==> config.mk <==
export PLATFORM = sky130hd
export DESIGN_NAME = sumsq_accum
export DESIGN_NICKNAME = d
export VERILOG_FILES = /design/src/rtl/sumsq_accum.sv
export SDC_FILE = /design/constraint.sdc
export NUM_CORES = 1
export LEC_CHECK = 0
export ABC_AREA = 1
export CAP_MARGIN = 10
export CORE_MARGIN = 4
export CORE_UTILIZATION = 30
export CTS_CLUSTER_SIZE = 12
export DETAILED_ROUTE_END_ITERATION = 12
export SETUP_SLACK_MARGIN = 0.15
export SLEW_MARGIN = 20
export SYNTH_ARGS = -nofsm -noshare
export SYNTH_HDL_FRONTEND = slang
export SYNTH_SLANG_ARGS = --single-unit
==> constraint.sdc <==
create_clock -name clk -period 3.8 [get_ports clk]
set_input_delay 0.76 -clock clk [delete_from_list [all_inputs] [get_ports clk]]
set_output_delay 0.76 -clock clk [all_outputs]
set_load 0.03 [all_outputs]
==> src/rtl/sumsq_accum.sv <==
// Sum-of-squares accumulator feeding the normalization sqrt stage.
// Define SUMSQ_PIPE_EN to register the square ahead of the adder; this adds a DRAIN cycle.
module sumsq_accum #(
  parameter int DATA_W = 8,
  parameter int N_ELEM = 4,
  parameter int ACC_W  = 2*DATA_W + $clog2(N_ELEM)
) (
  input  logic              clk,
  input  logic              clr_n,
  input  logic              start,
  input  logic              in_valid,
  output logic              in_ready,
  input  logic [DATA_W-1:0] in_data,
  input  logic              sqrt_done,
  output logic              go,
  output logic [ACC_W-1:0]  sum_out,
  output logic              busy
);

  localparam int CNT_W = $clog2(N_ELEM);
  localparam int SQ_W  = 2*DATA_W;

  typedef enum logic [2:0] {
    IDLE  = 3'd0,
    ACC   = 3'd1,
    DRAIN = 3'd2,
    ISSUE = 3'd3,
    WAIT  = 3'd4
  } state_t;

  state_t           state, state_nxt;
  logic [ACC_W-1:0] acc, acc_add, acc_nxt;
  logic [CNT_W-1:0] cnt;
  logic             accept, last;

  logic signed [DATA_W-1:0] d_s;
  logic signed [SQ_W-1:0]   sq_s;
  logic [SQ_W-1:0]          sq;

  // A square is never negative, so the signed product reads back as unsigned.
  assign d_s    = $signed(in_data);
  assign sq_s   = d_s * d_s;
  assign sq     = $unsigned(sq_s);
  assign accept = (state == ACC) && in_valid;
  assign last   = accept && (cnt == CNT_W'(N_ELEM - 1));

`ifdef SUMSQ_PIPE_EN
  logic [SQ_W-1:0] sq_r;
  logic            sq_vld;

  always_ff @(posedge clk or negedge clr_n) begin
    if (!clr_n) begin
      sq_r   <= '0;
      sq_vld <= 1'b0;
    end else begin
      if (accept) sq_r <= sq;
      sq_vld <= accept;
    end
  end

  always_comb begin
    acc_add = '0;
    if (sq_vld && (state == ACC || state == DRAIN)) acc_add = ACC_W'(sq_r);
  end
`else
  always_comb begin
    acc_add = '0;
    if (accept) acc_add = ACC_W'(sq);
  end
`endif

  assign acc_nxt = acc + acc_add;

  always_comb begin
    state_nxt = state;
    in_ready  = 1'b0;
    go        = 1'b0;
    busy      = 1'b1;
    case (state)
      IDLE: begin
        busy = 1'b0;
        if (start) state_nxt = ACC;
      end
      ACC: begin
        in_ready = 1'b1;
`ifdef SUMSQ_PIPE_EN
        if (last) state_nxt = DRAIN;
`else
        if (last) state_nxt = ISSUE;
`endif
      end
      DRAIN: state_nxt = ISSUE;
      ISSUE: begin
        go        = 1'b1;
        state_nxt = WAIT;
      end
      WAIT: if (sqrt_done) state_nxt = IDLE;
      default: begin
        busy      = 1'b0;
        state_nxt = IDLE;
      end
    endcase
  end

  always_ff @(posedge clk or negedge clr_n) begin
    if (!clr_n) state <= IDLE;
    else        state <= state_nxt;
  end

  always_ff @(posedge clk or negedge clr_n) begin
    if (!clr_n) begin
      acc <= '0;
      cnt <= '0;
    end else if (state == IDLE) begin
      if (start) begin
        acc <= '0;
        cnt <= '0;
      end
    end else if (state == ACC || state == DRAIN) begin
      acc <= acc_nxt;
      if (accept) cnt <= last ? '0 : cnt + CNT_W'(1);
    end
  end

  // sum_out is loaded only on the edge that enters ISSUE, so it is valid while go is high.
  always_ff @(posedge clk or negedge clr_n) begin
    if (!clr_n) sum_out <= '0;
    else if (state_nxt == ISSUE && state != ISSUE) sum_out <= acc_nxt;
  end

endmodule

==> results.md <==
- The worst hold path belongs to the class in -> async.
- Compared with the post-synthesis result, the final layout area differs by 52.9%.
- For flop-to-flop paths, the worst setup slack is 1.35 ns.
- The global-route wire length before repair is 23000 um.
- Dividing total power by cell area gives a power density of 991 nW/um^2.
- The number of clock buffers inserted by TritonCTS is 5.
- The number of antenna violations at the first check in global routing is 0.
- The detailed-route vias per instance is approximately 4.5.
- The post-synthesis average cell area is 7.37 um^2.
- The maximum resistive drop on vdd is 0.452 mV.
- The number of buffer cells added on primary ports is 33.
- Once routing completed, OpenROAD measured the worst setup slack at -1.40 ns.
- The final-stage net count is 907.
- The DRC marker count from the first detailed-route iteration is 159.
- The largest area contributor in the netlist is sky130_fd_sc_hd__dfrtp_1.
- The total die area is 18700 um^2.
- The vertical die dimension is 137 um.
- The flow ran to the end, but the final reports show violations.
- The final RePlAce weighted congestion is 0.896.
- The final hold violation count was 0.
- The hold-fix buffer count after cts is 0.
- Setup violations remaining at the end of the flow were counted as 26.
- The sequential area share after synthesis is 20.6%.
- The number of max-capacitance violations reported is 0.
- The H-tree was split into 2 levels.
- The horizontal extent of the die is roughly 140 um.
- For this design the static power due to leakage is 3.81 nW.
- Headroom to the max-slew limit came out at 63.0%.
- The tree built by TritonCTS fans out to 41 sinks.
- Summed over all layers, the global routing overflow is 0.
- In this run the remaining antenna-violating nets after routing total 0.
- The clock root buffer master is sky130_fd_sc_hd__clkbuf_16.
- The maximum clock frequency is 0.192 GHz.
- The max-slew violation total from the final report is 0.
- The synthesized design contains 0 enable-type register cells.
- The number of standard-cell rows in the floorplan is 46.
- The final design utilization is 47.3%.
- In this run, synthesis produced a sequential element count of 41.
- The setup slack at placement is -2.19 ns.
- The logic depth of the worst register-to-register path is 16.
- The routed length per instance is between 10 and 15 um.
- When the netlist entered floorplanning its net count stood at a little under 800.
- By count the netlist is led by sky130_fd_sc_hd__nand2_1, sky130_fd_sc_hd__inv_1, sky130_fd_sc_hd__nand3_1.
- The required time reported for the critical path endpoint is 3.97 ns.
- The checks that failed: negative setup slack.
- For this run, the total global-route usage over all layers was measured as 15.1%.
- The final critical path takes up 137% of the cycle.
- For this configuration, the core starts out at a cell density of 30.9%.
- STA classifies the critical path startpoint as an input port.
- The power consumption is 7.53 mW.
- The number of search-and-repair iterations in the first detailed-routing pass is 4.
- Pin placement for this block handled 34 I/O pins.
- The share of cells above drive strength 1 is 43.1%.
- In the post-synthesis netlist, the cell with the most instances is sky130_fd_sc_hd__nand2_1.
- The number of instances in the synthesized netlist is approximately 670.
- The via count of the first global-routing pass is 4873.
- After floorplanning, the core was sized to cover 16100 um^2.
- By startpoint and endpoint, the worst setup path is classified as in -> reg.
- The number of warnings printed during yosys synthesis is 0.
- The worst register-to-register path ends at acc[17]$_DFFE_PN0P_.
- Summed over all layers, the routed wires come to 13300 um.
- The total via count in the routed design is 4657.
- Clock latency on the worst-skew pair, taken at its later pin, is just under 0.3 ns.
- Summing every instance area after synthesis gives 4970 um^2.
- Among all flip-flop cells after synthesis, the most frequent one is sky130_fd_sc_hd__dfrtp_1.
- The post-synthesis cell type count is 39.
- The HPWL after detailed placement is between 9000 and 10000 um.
- The share of Yosys cell area claimed by the top area cell type is 20.6%.
- After synthesis, the share of flip-flops with an asynchronous set or reset is 100%.
- The count of inserted antenna diode cells is 0.
- The actual transition at the worst max-transition pin is 0.555 ns.
- The maximum clock skew at final layout is 0.0101 ns.
- Entering global routing, the biggest net connects 42 pins.
- The clock tree from TritonCTS is yes.
- The post-layout minimum cycle time is 5.20 ns.
- After synthesis, the cell types taking the most area are sky130_fd_sc_hd__dfrtp_1, sky130_fd_sc_hd__fa_1, sky130_fd_sc_hd__nand2_1.
- The critical path endpoint category is a flip-flop.
- Clock-pin slew was measured on the worst setup and hold paths at 0.06 ns.
- Setup repair after global routing could not meet its margin everywhere.
- For the worst setup path, the data arrival time is about 5.4 ns.
- Counting along the longest clock path gives a buffer depth of 2.
- The residual DRC count is 0.
- Of all nets on the critical path, the largest fanout is 7.
- The worst register-to-register path begins at state[2]$_DFF_PN0_.
## power breakdown
| group | internal (mW) | leakage, nW | switching (mW) | total, mW |
|---|---|---|---|---|
| clock network | 0.329 | 0.0841 | 0.181 | 0.510 |
| logic | 2.81 | 3.20 | 3.41 | 6.22 |
| registers | 0.644 | 0.517 | 0.157 | 0.801 |
| total | 3.78 | 3.81 | 3.75 | 7.53 |
## stage by stage
step | TNS, ns | instance area [um^2] | hold slack [ns] | instances
2_1_floorplan | -23.89 | 5380 | 0.453 | 674
3_3_place_gp | -49.28 | 6340 | 0.465 | 985
3_5_place_dp | -48.98 | 6340 | 0.463 | 985
4_1_cts | -28.98 | 7210 | 0.486 | 1017
5_1_grt | -34.12 | 7600 | 0.506 | 1025
6_report | -28.98 | 7600 | 0.463 | 1025
## state kept, by name, indices dropped and copies added (netlist names)
name,flops
state,3
sum_out,18
cnt,2
acc,18
## layout by cell type (no fill, tap or decap), types with 3 or more instances in the layout
master	count
sky130_fd_sc_hd__nand2_1	133
sky130_fd_sc_hd__inv_1	106
sky130_fd_sc_hd__buf_4	89
sky130_fd_sc_hd__dfrtp_1	41
sky130_fd_sc_hd__fa_1	40
sky130_fd_sc_hd__nand2_2	37
sky130_fd_sc_hd__nand3_1	36
sky130_fd_sc_hd__inv_2	29
sky130_fd_sc_hd__clkdlybuf4s50_1	24
sky130_fd_sc_hd__nand2_4	23
sky130_fd_sc_hd__ha_4	23
sky130_fd_sc_hd__ha_1	19
sky130_fd_sc_hd__a21oi_2	18
sky130_fd_sc_hd__buf_6	18
sky130_fd_sc_hd__nor2_1	17
sky130_fd_sc_hd__nand3_2	17
sky130_fd_sc_hd__nor2_4	12
sky130_fd_sc_hd__o21ai_2	11
sky130_fd_sc_hd__nor2_2	11
sky130_fd_sc_hd__xor2_1	8
sky130_fd_sc_hd__a21oi_4	8
sky130_fd_sc_hd__inv_4	7
sky130_fd_sc_hd__o21ai_0	6
sky130_fd_sc_hd__o21ai_1	6
sky130_fd_sc_hd__xnor2_1	5
sky130_fd_sc_hd__nand4_1	5
sky130_fd_sc_hd__clkbuf_16	5
sky130_fd_sc_hd__buf_2	5
sky130_fd_sc_hd__o21ai_4	4
sky130_fd_sc_hd__a21oi_1	4
sky130_fd_sc_hd__inv_6	3
sky130_fd_sc_hd__nand3b_1	3
sky130_fd_sc_hd__fa_2	3
sky130_fd_sc_hd__buf_8	3
sky130_fd_sc_hd__buf_12	3
## worst max-delay path, cell delays in order
cell and delay (ns):
sky130_fd_sc_hd__buf_8 0.10, sky130_fd_sc_hd__buf_12 0.14, sky130_fd_sc_hd__inv_8 0.06, sky130_fd_sc_hd__nor2_4 0.03, sky130_fd_sc_hd__fa_1 0.51, sky130_fd_sc_hd__fa_1 0.52
sky130_fd_sc_hd__fa_1 0.56, sky130_fd_sc_hd__inv_1 0.06, sky130_fd_sc_hd__fa_1 0.53, sky130_fd_sc_hd__inv_2 0.05, sky130_fd_sc_hd__ha_4 0.31, sky130_fd_sc_hd__nand2_4 0.08
sky130_fd_sc_hd__o21ai_4 0.15, sky130_fd_sc_hd__a21oi_2 0.05, sky130_fd_sc_hd__xor2_1 0.14, sky130_fd_sc_hd__nor2_1 0.17, sky130_fd_sc_hd__ha_1 0.32, sky130_fd_sc_hd__nand2_1 0.10
sky130_fd_sc_hd__nand2_2 0.07, sky130_fd_sc_hd__nand2_1 0.07, sky130_fd_sc_hd__nand2_2 0.07, sky130_fd_sc_hd__a21oi_4 0.17, sky130_fd_sc_hd__nand4_1 0.15, sky130_fd_sc_hd__nand3_1 0.12
sky130_fd_sc_hd__nand2_1 0.06
## routing by layer
| layer | part of all wire (%) | track usage (%) | vias up |
|---|---|---|---|
| met5 | 0 | 0 | - |
| met4 | 1.4 | 3.08 | 0 |
| met3 | 4.0 | 1.99 | 17 |
| met2 | 49 | 26.0 | 75 |
| met1 | 46 | 20.3 | 2225 |
| li1 | - | - | 2340 |
## area by class of cell
cell class                 instances  area [um^2]
fill                            1493         8460
multi-input combinational        472         4300
timing repair buffer             142         1240
sequential                        41         1030
inverter                         146          588
tap                              216          270
clock buffer                       7          143
clock inverter                     1         30.0
## worst max path at each step
stage,endpoint,startpoint,slack [ns]
after floorplan,sum_out[17]$_DFFE_PN0P_,in_data[3],-1.21
after global placement,sum_out[15]$_DFFE_PN0P_,in_data[6],-2.20
after detailed placement,sum_out[17]$_DFFE_PN0P_,in_data[6],-2.19
after CTS,acc[17]$_DFFE_PN0P_,in_data[7],-1.36
after global routing,acc[17]$_DFFE_PN0P_,in_data[7],-1.62
final,acc[17]$_DFFE_PN0P_,in_data[7],-1.40
## logic make-up after synthesis
kind of cell / count (synthesis) / synth area share (%)
xor gates and xnor gates: 18 / 3.17
and+or+nand+nor: 303 / 26.6
adders and majority gates: 86 / 28.1
buffers and inverters: 161 / 13.5
DFF: 41 / 20.6
AOI/OAI and AO/OA: 65 / 7.88
## timing repair
item / CTS / global route
pin swaps: 88 / 52
setup buffers: 24 / 8
setup endpoints to repair: 26 / 26
gates resized for setup: 164 / 69
Note: power is estimated with default switching activity, not from simulation.
